$ cat config.mk
export PLATFORM = sky130hd
export DESIGN_NAME = alu_issue_wb
export DESIGN_NICKNAME = d
export VERILOG_FILES = /design/src/rtl/alu_pkg.sv /design/src/rtl/alu_issue_wb_regfile.sv /design/src/rtl/alu_issue_wb.sv
export SDC_FILE = /design/constraint.sdc
export NUM_CORES = 1
export LEC_CHECK = 0
export CAP_MARGIN = 20
export CORE_ASPECT_RATIO = 1.25
export CORE_UTILIZATION = 50
export CTS_BUF_LIST = sky130_fd_sc_hd__clkbuf_16
export CTS_CLUSTER_DIAMETER = 120
export DETAILED_ROUTE_END_ITERATION = 8
export GPL_ROUTABILITY_DRIVEN = 0
export HOLD_SLACK_MARGIN = 0.12
export PLACE_DENSITY_LB_ADDON = 0.08
export REMOVE_ABC_BUFFERS = 1
export SYNTH_ARGS = -nofsm -noshare
export SYNTH_HDL_FRONTEND = slang
export SYNTH_SLANG_ARGS = --single-unit
$ cat constraint.sdc
create_clock -name clk -period 3.5 [get_ports clk]
set_clock_uncertainty 0.05 [all_clocks]
set_input_delay 0.7 -clock clk [delete_from_list [all_inputs] [get_ports clk]]
set_output_delay 0.7 -clock clk [all_outputs]
set_load 0.05 [all_outputs]
$ cat src/rtl/alu_pkg.sv
// alu_pkg
// Shared definitions for the ALU issue/writeback slice: datapath width,
// ALU latency, control-word bit positions and the in-flight tracker entry.
// Imported by regfile_nr and alu_issue_wb.
package alu_pkg;

  localparam int W      = 8;
  localparam int LAT    = 2;
  localparam int NREG   = 4;
  localparam int AW     = $clog2(NREG);
  localparam int CTRL_W = 4;

  // Control-word bit positions understood by the pipelined ALU.
  localparam int CTRL_MUL_SEL = 0;
  localparam int CTRL_BHI     = 1;
  localparam int CTRL_SUB     = 2;

  // One slot of the in-flight tracker: which register the op will write
  // and the control word it was issued with (for echo checking).
  typedef struct packed {
    logic              valid;
    logic [AW-1:0]     rd;
    logic [CTRL_W-1:0] ctrl;
  } trk_entry_t;

  // Add/sub ops are the only ones whose carry-out is architecturally kept.
  function automatic logic ctrl_is_addsub(input logic [CTRL_W-1:0] ctrl);
    return !ctrl[CTRL_MUL_SEL];
  endfunction

endpackage

$ cat src/rtl/alu_issue_wb_regfile.sv
// regfile_nr
// NREG x W register file with asynchronous active-low reset.
// Ports:
//   clk, rst_n            clock / async reset (clears every register)
//   we, waddr, wdata      single write port, written on the rising edge
//   raddr1/rdata1         issue read port for operand A (combinational)
//   raddr2/rdata2         issue read port for operand B (combinational)
//   dbg_addr/dbg_data     debug read port (combinational)
module regfile_nr
  import alu_pkg::*;
#(
  parameter int W    = alu_pkg::W,
  parameter int NREG = alu_pkg::NREG,
  localparam int RA_W = $clog2(NREG)
) (
  input  logic            clk,
  input  logic            rst_n,
  input  logic            we,
  input  logic [RA_W-1:0] waddr,
  input  logic [W-1:0]    wdata,
  input  logic [RA_W-1:0] raddr1,
  output logic [W-1:0]    rdata1,
  input  logic [RA_W-1:0] raddr2,
  output logic [W-1:0]    rdata2,
  input  logic [RA_W-1:0] dbg_addr,
  output logic [W-1:0]    dbg_data
);

  logic [NREG-1:0][W-1:0] regs_q;
  logic [NREG-1:0][W-1:0] regs_d;

  always_comb begin
    regs_d = regs_q;
    if (we) begin
      regs_d[waddr] = wdata;
    end
  end

  always_ff @(posedge clk or negedge rst_n) begin
    if (!rst_n) begin
      regs_q <= '0;
    end else begin
      regs_q <= regs_d;
    end
  end

  // Reads see only values committed at earlier edges; the issue logic's
  // hazard stall guarantees no read ever needs a same-edge write.
  assign rdata1   = regs_q[raddr1];
  assign rdata2   = regs_q[raddr2];
  assign dbg_data = regs_q[dbg_addr];

endmodule

$ cat src/rtl/alu_issue_wb.sv
// alu_issue_wb
// In-order issue and writeback controller for a pipelined W-bit ALU.
// Instructions name two source registers and a destination; operands are
// read from the internal register file and registered onto the ALU inputs.
// A shift-register tracker of depth LAT+1 follows each op through the ALU
// and retires the result into the register file when it reaches the tail.
// Ports:
//   clk, rst_n                       clock / async active-low reset
//   instr_valid/instr_ready          issue handshake
//   instr_ctrl, instr_rs1/rs2/rd     instruction fields
//   alu_a, alu_b, alu_ctrl           registered ALU inputs
//   alu_result, alu_cout             ALU outputs
//   alu_ctrl_ret                     control word echoed by the ALU
//   wb_valid, wb_rd, wb_data         one-cycle writeback report
//   carry_flag                       carry of last retired add/sub
//   ctrl_err                         sticky echo-mismatch flag
//   busy                             any op in flight
//   dbg_addr/dbg_data                debug register read
module alu_issue_wb
  import alu_pkg::*;
#(
  parameter int W    = alu_pkg::W,
  parameter int NREG = alu_pkg::NREG,
  parameter int LAT  = alu_pkg::LAT,
  localparam int RA_W = $clog2(NREG)
) (
  input  logic            clk,
  input  logic            rst_n,
  input  logic            instr_valid,
  output logic            instr_ready,
  input  logic [3:0]      instr_ctrl,
  input  logic [RA_W-1:0] instr_rs1,
  input  logic [RA_W-1:0] instr_rs2,
  input  logic [RA_W-1:0] instr_rd,
  output logic [W-1:0]    alu_a,
  output logic [W-1:0]    alu_b,
  output logic [3:0]      alu_ctrl,
  input  logic [W-1:0]    alu_result,
  input  logic            alu_cout,
  input  logic [3:0]      alu_ctrl_ret,
  output logic            wb_valid,
  output logic [RA_W-1:0] wb_rd,
  output logic [W-1:0]    wb_data,
  output logic            carry_flag,
  output logic            ctrl_err,
  output logic            busy,
  input  logic [RA_W-1:0] dbg_addr,
  output logic [W-1:0]    dbg_data
);

  // One extra slot beyond the ALU latency: the op sits in the tail during
  // the cycle its result is stable, and retires at the following edge.
  localparam int D = LAT + 1;

  trk_entry_t [D-1:0] trk_q;
  trk_entry_t [D-1:0] trk_d;
  trk_entry_t         tail;

  logic [W-1:0]    alu_a_q, alu_a_d;
  logic [W-1:0]    alu_b_q, alu_b_d;
  logic [3:0]      alu_ctrl_q, alu_ctrl_d;
  logic            wb_valid_q, wb_valid_d;
  logic [RA_W-1:0] wb_rd_q, wb_rd_d;
  logic [W-1:0]    wb_data_q, wb_data_d;
  logic            carry_q, carry_d;
  logic            err_q, err_d;

  logic            hazard;
  logic            issue;
  logic [W-1:0]    rs1_data;
  logic [W-1:0]    rs2_data;

  assign tail = trk_q[D-1];

  regfile_nr #(
    .W    (W),
    .NREG (NREG)
  ) u_regfile (
    .clk      (clk),
    .rst_n    (rst_n),
    .we       (tail.valid),
    .waddr    (tail.rd),
    .wdata    (alu_result),
    .raddr1   (instr_rs1),
    .rdata1   (rs1_data),
    .raddr2   (instr_rs2),
    .rdata2   (rs2_data),
    .dbg_addr (dbg_addr),
    .dbg_data (dbg_data)
  );

  // RAW check against every live slot, including the tail that retires at
  // this very edge: there is no bypass, so the reader waits one more edge
  // for the register file to hold the new value.
  always_comb begin
    hazard = 1'b0;
    for (int i = 0; i < D; i++) begin
      if (trk_q[i].valid &&
          ((trk_q[i].rd == instr_rs1) || (trk_q[i].rd == instr_rs2))) begin
        hazard = 1'b1;
      end
    end
  end

  assign instr_ready = !hazard;
  assign issue       = instr_valid && instr_ready;

  always_comb begin
    busy = 1'b0;
    for (int i = 0; i < D; i++) begin
      busy = busy | trk_q[i].valid;
    end
  end

  // The tracker shifts every clock; a bubble enters when nothing issues.
  always_comb begin
    trk_d[0] = '0;
    if (issue) begin
      trk_d[0].valid = 1'b1;
      trk_d[0].rd    = instr_rd;
      trk_d[0].ctrl  = instr_ctrl;
    end
    for (int i = 1; i < D; i++) begin
      trk_d[i] = trk_q[i-1];
    end
  end

  // Operands hold when idle; the ALU keeps recomputing the last op, which
  // is harmless because the matching tracker slot is invalid.
  always_comb begin
    alu_a_d    = alu_a_q;
    alu_b_d    = alu_b_q;
    alu_ctrl_d = alu_ctrl_q;
    if (issue) begin
      alu_a_d    = rs1_data;
      alu_b_d    = rs2_data;
      alu_ctrl_d = instr_ctrl;
    end
  end

  always_comb begin
    wb_valid_d = tail.valid;
    wb_rd_d    = wb_rd_q;
    wb_data_d  = wb_data_q;
    carry_d    = carry_q;
    err_d      = err_q;
    if (tail.valid) begin
      wb_rd_d   = tail.rd;
      wb_data_d = alu_result;
      if (ctrl_is_addsub(tail.ctrl)) begin
        carry_d = alu_cout;
      end
      if (alu_ctrl_ret != tail.ctrl) begin
        err_d = 1'b1;
      end
    end
  end

  always_ff @(posedge clk or negedge rst_n) begin
    if (!rst_n) begin
      trk_q      <= '0;
      alu_a_q    <= '0;
      alu_b_q    <= '0;
      alu_ctrl_q <= '0;
      wb_valid_q <= 1'b0;
      wb_rd_q    <= '0;
      wb_data_q  <= '0;
      carry_q    <= 1'b0;
      err_q      <= 1'b0;
    end else begin
      trk_q      <= trk_d;
      alu_a_q    <= alu_a_d;
      alu_b_q    <= alu_b_d;
      alu_ctrl_q <= alu_ctrl_d;
      wb_valid_q <= wb_valid_d;
      wb_rd_q    <= wb_rd_d;
      wb_data_q  <= wb_data_d;
      carry_q    <= carry_d;
      err_q      <= err_d;
    end
  end

  assign alu_a      = alu_a_q;
  assign alu_b      = alu_b_q;
  assign alu_ctrl   = alu_ctrl_q;
  assign wb_valid   = wb_valid_q;
  assign wb_rd      = wb_rd_q;
  assign wb_data    = wb_data_q;
  assign carry_flag = carry_q;
  assign ctrl_err   = err_q;

endmodule

Word-level counts from Yosys, hierarchy flattened:

Cells that the tools add are included.

* $lt $le $gt $ge: 5
* equal/unequal tests: 7
* mux-type cells: 13
* bitwise logic cells: 3
* reductions and logical operators: 11

Operators with widths (number)
* 8-bit binary-select mux with 2-bit select: 3
* 32-bit bitwise mux: 1
* 8-bit two-way mux: 4
* 8-bit demux with 2-bit select: 1
* 2-bit equality test: 6
* 2-bit by 3-bit < comparator with 1-bit output (second input constant): 4
* 7-bit two-way mux: 1
* 1-bit logical AND: 5
* 4-bit != test: 1
* 2-bit AND reduction: 2
* 1-bit logical OR: 3
* 1-bit two-way mux: 3
* 2-bit by 1-bit greater-or-equal comparator with 1-bit output (second input constant): 1
* 1-bit OR: 2
* 1-bit logical NOT: 1
* 1-bit inverter: 1

* flip-flop bits (word level): 86
* input bits: 28
* logic and storage cells: 60

Depth between registers and ports, before layout:

Gate-level depths: netlist (run 1).

* depth after elaboration: 9
* mapped depth: 7

Modules after synthesis:

Synthesis (run 1) repeated with hierarchy kept, for this count alone.

* cells, all modules: 218
* area, all modules: 3797.4 µm²

By module, submodules not included
* alu_issue_wb: times used 1, cells an instance 120, area an instance 2018.2 µm², seq. area each 1351.3 µm²
* regfile_nr: times used 1, cells an instance 98, area an instance 1779.2 µm², seq. area each 800.8 µm²

Least setup slack after synthesis (run 1):

Ideal clock, no wire load.

* kind: input to register
* start: input port instr_rs1[1]
* end: register alu_a_q[0], in the netlist alu_a[0]
* setup time: 0.125 ns
* data arrival time: 3.407 ns
* required time: 3.325 ns
* setup slack: -0.082 ns
* stages: 7
* path buffers: 2
* cell sequence: buf_4 -> xor2_1 -> o22ai_1 -> a222oi_1 -> nand2_2 -> buf_6 -> mux2_4

* longest elaborated chain between the ends: 8
* elaborated cells on any way between the ends: 16
* classes of those cells: eq/ne: 3; mux: 5; reduce/logical: 8

Ends and longest elaborated chain
* from (decl): RTL line alu_issue_wb.sv:32 `input logic [RA_W-1:0] instr_rs1,`
* 2-bit equality test: RTL line alu_issue_wb.sv:99 `((trk_q[i].rd == instr_rs1) || (trk_q[i].rd == instr_rs2))) begin`
* 1-bit logical OR: RTL line alu_issue_wb.sv:99
* 1-bit logical AND: RTL line alu_issue_wb.sv:98 `if (trk_q[i].valid &&`
* 1-bit two-way mux (2 in series): RTL line alu_issue_wb.sv:98
* 1-bit two-way mux (*): RTL line alu_issue_wb.sv:98
* 1-bit logical NOT (*): RTL line alu_issue_wb.sv:105 `assign instr_ready = !hazard;`
* via instr_ready: RTL line alu_issue_wb.sv:30 `output logic instr_ready,`
* 1-bit logical AND (*): RTL line alu_issue_wb.sv:106 `assign issue = instr_valid && instr_ready;`
* to (signal assigned): RTL line alu_issue_wb.sv:172 `alu_a_q <= alu_a_d;`
* to (decl): RTL line alu_issue_wb.sv:59 `logic [W-1:0] alu_a_q, alu_a_d;`

Mark *: on every way through the listed nets, which the timed path passes. The rest lies on a longest branch. The select of a mux whose other input is x is not followed.
A chain may end at the register's enable or synchronous reset.

Final worst setup path (run 1):

* start: input port instr_rs2[0]
* end: output port instr_ready

* longest elaborated chain between the ends: 7
* elaborated cells on any way between the ends: 13
* classes of those cells: eq/ne: 3; mux: 3; reduce/logical: 7

Ends and longest elaborated chain
* from (decl): RTL line alu_issue_wb.sv:33 `input logic [RA_W-1:0] instr_rs2,`
* 2-bit equality test: RTL line alu_issue_wb.sv:99
* 1-bit logical OR: RTL line alu_issue_wb.sv:99
* 1-bit logical AND: RTL line alu_issue_wb.sv:98
* 1-bit two-way mux (2 in series): RTL line alu_issue_wb.sv:98
* 1-bit two-way mux (*): RTL line alu_issue_wb.sv:98
* 1-bit logical NOT (*): RTL line alu_issue_wb.sv:105
* to (decl): RTL line alu_issue_wb.sv:30

Mark *: on every way between the ends. The rest lies on a longest branch, timed or not.

==> results of run 1 <==
## through the flow
step / total power [mW] / util / area (um^2) / hold WS, ns / setup slack, ns
2_1_floorplan: 3.22 / - / 3780 / 0.281 / -0.448
3_3_place_gp: 3.90 / 0.623 / 4640 / 0.283 / 0.308
3_5_place_dp: 3.95 / 0.623 / 4640 / 0.285 / 0.304
4_1_cts: 4.86 / 0.661 / 4920 / 0.299 / 0.446
5_1_grt: 5.04 / 0.665 / 4950 / 0.218 / 0.348
6_report: 4.83 / 0.665 / 4950 / 0.207 / 0.448
## worst max-delay path, cell delays in order
cell	delay (ns)
sky130_fd_sc_hd__clkdlybuf4s50_1	0.60
sky130_fd_sc_hd__xor2_1	0.18
sky130_fd_sc_hd__o22ai_1	0.09
sky130_fd_sc_hd__a222oi_1	0.35
sky130_fd_sc_hd__buf_4	0.23
sky130_fd_sc_hd__buf_12	0.14
## logic make-up (layout without fill, tap and decap cells)
logic type,Yosys count,in the layout,share of synthesized area
AO/OA/AOI/OAI,9,9,0.0171
multiplexers,83,83,0.339
XOR/XNOR,16,16,0.0361
flip-flops,86,86,0.554
AND/OR/NAND/NOR,14,14,0.0251
buffers and inverters,13,96,0.0290
## cells in the mapped netlist (all sizes together)
cell type   n  share of area
buf        10          0.026
a21o        5         0.0097
nand4       1         0.0016
or3         1         0.0016
inv         1        0.00096
clkbuf      2         0.0019
nand2       1         0.0016
nor3b       1         0.0019
and3        6          0.012
xor2       12          0.027
dfrtp      86           0.55
o22ai       3         0.0048
nand3       1         0.0013
xnor2       4         0.0090
nor2b       1         0.0016
a222oi      1         0.0026
mux2       59           0.19
mux4       24           0.15
nand3b      2         0.0039
## report_power, final
| part | internal [mW] | leakage [nW] | total, mW | switching [mW] |
|---|---|---|---|---|
| Sequential | 1.39 | 1.04 | 1.69 | 0.297 |
| Combinational | 1.03 | 1.03 | 2.24 | 1.21 |
| Clock | 0.488 | 0.132 | 0.898 | 0.410 |
## worst max-delay path by stage
stage	endpoint	cells after the start
after CTS	instr_ready	6
after detailed placement	alu_a[1]$_DFFE_PN0P_	7
after global placement	alu_b[5]$_DFFE_PN0P_	7
after global routing	instr_ready	6
final	instr_ready	6
after floorplan	alu_a[0]$_DFFE_PN0P_	5
## area by class of cell
cell class / instances / area, um^2 / share of cell area
Sequential cell: 86 / 2150 / 0.435
Multi-Input combinational cell: 122 / 1620 / 0.328
Timing Repair Buffer: 79 / 776 / 0.157
Clock buffer: 9 / 225 / 0.0455
Tap cell: 92 / 115 / 0.0233
Clock inverter: 7 / 56.3 / 0.0114
Inverter: 1 / 3.75 / 0.000758
## layer usage
layer / share of wire / track usage
met1: 0.41 / 0.290
met2: 0.52 / 0.372
met3: 0.055 / 0.0606
met4: 0.019 / 0.0810
met5: 0 / 0
## state kept, by name, summed over array words and instances, names as in the netlist, 2 cells and up
signal and cells:
u_regfile.regs_q 32, trk_d 14, alu_a 8, alu_b 8, wb_data 8, tail 6, alu_ctrl 4, wb_rd 2
==> results.txt, run 1 <==
- Once layout is complete, the cells apart from fillers number 396.
- In this run, distinct cell masters in the synthesized netlist total 23.
- Cells after Synth: 221
- PortBufs: 70
* Via count of the first global-routing pass: 2346
- At the pin with the least slew margin, the transition time is 0.861 ns.
- Wires add up to 8.49 mm.
- Data arrival, critical path: 2.30 ns
- Ratio of cells with drive above 1 in the final layout: 0.359
- For this design the static power due to leakage is 2.20 nW.
* Via-to-Cell Ratio: 5.69
- After clock tree synthesis, the repair step resized 0 gates.
- The number of endpoints with negative hold slack in the final report came to 0.
- In this run the power density over the cells is 975 nW/um^2.
- Number of diodes added for antenna fixing: 0
- The filler cells instantiated in the layout total 541.
- Element type at the critical path start: primary input
- Endpoint of the worst register-to-register path: alu_a[3]$_DFFE_PN0P_
- In this run, synthesis produced a sequential element count of 86.
- Global routing finished with a remaining overflow of 0.
- In this run the worst path has a maximum fanout of 8.
- Full die area: 8130 um^2
- Entering global routing, the biggest net connects 87 pins.
- The share of the Yosys chip area taken by registers is 0.554.
* Final antenna-violating net count: 0
* TritonRoute pass-1 iters: 4
- Measured in cells, the most critical reg-to-reg path has a length of 6.
- The number of clock buffers added by TritonCTS is 9.
* Number of nets in the final layout: 327
- Detailed-placement wirelength estimate: 5.36 mm
* Per-instance average area after synthesis: 17.6 um^2
- After floorplanning, the core was sized to cover 7440 um^2.
- The synthesized netlist occupies a cell area of 3890 um^2.
* Start-to-end type of the worst setup path: in -> out
* Upper clock frequency limit: 0.328 GHz
- STA classifies the critical path endpoint as an output pin.
- Max-cap violations in this run came to 0.
* RR Startpoint: tail[5]$_DFF_PN0_
- Counting along the longest clock path gives a buffer depth of 2.
- First-pass GRT wire length: 13.0 mm
* Worst Hold Class: in -> async
- The floorplan step set the die width to 80.9 um.
- For this run, the total global-route usage over all layers was measured as 0.227.
- Adding up every negative setup slack in the final design gives 0 ns.
- Number of sinks on the clock net: 86
- Setup violations remaining at the end of the flow were counted as 0.
- Latest clock arrival within the worst-skew pair: 0.34 ns
* Time the worst path needs with I/O delays and setup: 3.05 ns
* Die height: 101 um
* Number of core rows: 35
- Number of antenna violations at the first check in global routing: 0
* Initial core utilization: 0.522
* Status: finished, final reports clean
- The tree is rooted in a sky130_fd_sc_hd__clkbuf_16.
- The clock tree synthesis step divided the H-tree into 3 levels.
- Total via count after detailed routing: 2255
* Launching element of the worst setup path: instr_rs2[0]
- The final count of pins violating max slew came to 0.
- RSZ-0062 raised after global routing: false
* Worst-case register-to-register setup slack: 1.16 ns
* Worst Path Required: 2.75 ns
- The detailed router finished its first iteration with 78 violations.
- Cts-stage hold buffer count: 0
* # placed instances: 379
* Count of synthesis-stage warnings from yosys: 0
- Commonest cells after routing, fill and taps aside: sky130_fd_sc_hd__dfrtp_1 (86), sky130_fd_sc_hd__clkdlybuf4s50_1 (60), sky130_fd_sc_hd__mux2_2 (44)
- Most common cell after layout, fill and taps aside: sky130_fd_sc_hd__dfrtp_1
- In this run the post-CTS setup repair buffer count came out at 0.
* Clock tree from TritonCTS: done
- Clock-pin slew was measured on the worst setup and hold paths at 0.07 ns.
- In this run the tightest slew margin relative to its limit is 0.425.
* Synth-to-Final Area Change: 27.4%
- In the final routed layout, each cell accounts on average for 21.4 um.
* Share of the clock period used by the worst path after layout: 0.872
* Number of placed I/O pins: 71
- DR DRC count: 0
* Max IR drop VDD: 0.000508 V
No activity file was read; power rests on OpenSTA's default activity.
==> inputs of run 2 (changes only) <==
PLACE_DENSITY_LB_ADDON = 0.12   (was 0.08)
clock period = 2.86 ns   (was 3.5 ns; I/O delays follow)
==> run 2 against run 1 <==
  * Global-route usage increased by 0.091 points
  * Sequential share of layout area decreased by 0.49 points
  * Register-to-register slack got worse by 0.34 ns
  * Clock power increased by 33%
  * Combinational power increased by 22%
  * Hold slack got worse by 0.019 ns
  * Sequential power increased by 22%
  * Largest cell class unchanged
==> results.txt, run 2 (same netlist as run 1, synthesis figures left out) <==
- STA classifies the critical path startpoint as a primary input.
- Register clock-pin slew on the reported worst setup and hold paths: 0.06 ns
* Areal power density over the cells: 1200 nW/um^2
- Met1 capacity usage during global routing: 0.303
* Worst slew margin relative to its limit: 0.593
- The worst register-to-register path ends at alu_b[2]$_DFFE_PN0P_.
* Start-to-end type of the worst setup path: in -> out
- Walking the worst path, the cells encountered are clkdlybuf4s50_1 -> xor2_1 -> o22ai_1 -> a222oi_1 -> buf_4 -> buf_12.
* Max reg flops: 32
* Longest Clk Path Bufs: 2
- After clock tree synthesis, the setup repair step added 0 buffers.
- Wire length per cell after detailed routing: 20.5 um
- Total via count after detailed routing: 2315
- After filler insertion, the fill cell instance count of the layout stands at 533.
- The detailed router finished its first iteration with 67 violations.
- The run finished with clean final reports.
* Number of core rows: 35
- The final layout contains routed wiring with a total length of 8.18 mm.
* Via-to-Cell Ratio: 5.79
- After global routing, the most crowded layer is met2.
* Worst-case register-to-register setup slack: 0.82 ns
- CTS Buf Count: 9
- For the final routed database, the setup TNS stands at 0 ns.
- Synth-to-Final Area Change: 28.8%
- TritonRoute pass-1 iters: 4
- R2R depth: 7
- For this configuration, the core starts out at a cell density of 0.522.
- In this run the vertical extent of the chip is 101 um.
- Worst Path Required: 2.24 ns
- Number of buffers and inverters on the critical path: 3
- Share of the clock period used by the worst path after layout: 0.966
* Number of sinks on the clock net: 86
- Net switching power figure: 2.28 mW
- Hold Fails Final Rpt: 0
- For met3 alone, demand over resource in global routing was 0.0516.
- The analysis attributes to cell leakage a power of 2.24 nW.
* Final antenna-violating net count: 0
- Setup repair after global routing left no endpoint under its margin.
* Ratio of cells with drive above 1 in the final layout: 0.360
* Max IR drop VDD: 0.000717 V
- Setup violations remaining at the end of the flow were counted as 0.
- Launching element of the worst setup path: instr_rs2[0]
- Least setup slack across all paths after layout: 0.0977 ns
* DR DRC count: 0
- Entering global routing, the biggest net connects 47 pins.
- First-pass GRT wire length: 13.2 mm
- Slowest library cell on the worst path: sky130_fd_sc_hd__clkdlybuf4s50_1
- The share of total power dissipated in the clock network is 0.199.
* PortBufs: 70
- The critical path ends at instr_ready.
- Kind of end point of the critical path: output pin
- Leaving out fill and tap cells, the most frequent cell in the layout is sky130_fd_sc_hd__dfrtp_1.
- Worst-path maximum fanout: 8
* Number of diodes added for antenna fixing: 0
* Number of nets in the final layout: 331
- The worst path in the final design needs a cycle of 2.76 ns, including I/O delays and setup.
- Internal Dissipation: 3.72 mW
- Full die area: 8130 um^2
* Placement Setup Slack: 0.136 ns
- Leaving out fill and tap cells, the most frequent cells in the layout are sky130_fd_sc_hd__dfrtp_1 (86), sky130_fd_sc_hd__clkdlybuf4s50_1 (59), sky130_fd_sc_hd__mux2_2 (44).
- Via count of the first global-routing pass: 2402
* Slowest stage delay, CP: 0.59 ns
* Data arrival, critical path: 2.14 ns
- Actual transition at the worst max-transition pin: 0.608 ns
- Max-slew violation count: 0
- After clock tree synthesis, the flow added hold-fix buffers numbering 0.
- Final-layout worst hold slack: 0.188 ns
* Clock tree from TritonCTS: done
- Max Cap Viol: 0
- Detailed-placement wirelength estimate: 5.41 mm
* Number of antenna violations at the first check in global routing: 0
- Upper clock frequency limit: 0.362 GHz
- Gate power share: 0.456
- Fraction of met2 tracks used by global routing: 0.377
- Gr ovfl total: 0
- CTS built an H-tree with a depth of 3.
- The completed layout was analyzed and its total power is 6.00 mW.
* Cell class contributing the biggest share of worst-path delay: buffers and inverters
- The clock reaches the later pin of the worst-skew pair after 0.33 ns.
* Core region area: 7440 um^2
- Of the total power, the share spent switching nets is 0.380.
- Counting flops per register, the top entry is u_regfile.regs_q.
* Worst Hold Class: in -> async
* Clock root buffer: sky130_fd_sc_hd__clkbuf_16
* Total of cells resized after clock tree synthesis: 0
- Levels on crit path: 6
- The share of total power dissipated in sequential elements is 0.345.
- 71 I/O pins were placed.
- The worst register-to-register path begins at tail[5]$_DFF_PN0_.
- In the global route stage, overall resource usage came out at 0.228.
- Die X-Extent: 80.9 um
-- run 2: changes by cell type in the layout (fill, tap and decap cells not counted), sizes merged --
cell	delta
bufinv	+2
buf	+5
inv	-1
clkinvlp	-2
clkinv	+1
clkdlybuf4s50	-1
-- run 2: through the flow --
step	instances	instance area, um^2	util
after global routing	400	5010	0.672
after detailed placement	384	4700	0.631
after floorplan	209	3780	-
after CTS	400	5010	0.672
after global placement	384	4700	0.631
final	400	5010	0.672
-- run 2: worst min path at each step --
stage,from,end,slack (ns),depth (start not counted)
after global routing,rst_n,wb_data[7]$_DFFE_PN0P_,0.24,1
after floorplan,rst_n,alu_a[0]$_DFFE_PN0P_,0.23,0
after detailed placement,trk_d[16]$_DFF_PN0_,tail[2]$_DFF_PN0_,0.29,0
after CTS,rst_n,wb_data[7]$_DFFE_PN0P_,0.21,1
final,rst_n,wb_data[7]$_DFFE_PN0P_,0.19,1
after global placement,trk_d[14]$_DFF_PN0_,tail[0]$_DFF_PN0_,0.28,0
-- run 2: cell type report --
class,instances,area [um^2],share of cell area
clock inverter,7,80.1,0.0160
clock buffer,9,225,0.0450
sequential,86,2150,0.430
inverter,1,3.75,0.000750
multi-input combinational,122,1620,0.324
tap,92,115,0.0230
timing repair buffer,83,808,0.161
-- run 2: layer usage --
metal  vias to the layer above  wire [um]
li1                       1009          -
met1                      1234       3500
met2                        67       4260
met3                         5        351
met4                         0         70
met5                         -          0
-- run 2: power groups by stage --
stage                     clock network (mW)  logic (mW)  registers (mW)
after floorplan                            0        1.21            2.73
after global placement                     0        2.71            2.06
after detailed placement                   0        2.75            2.09
final                                   1.19        2.74            2.07
after CTS                               1.22        2.76            2.07
after global routing                    1.27        2.87            2.14
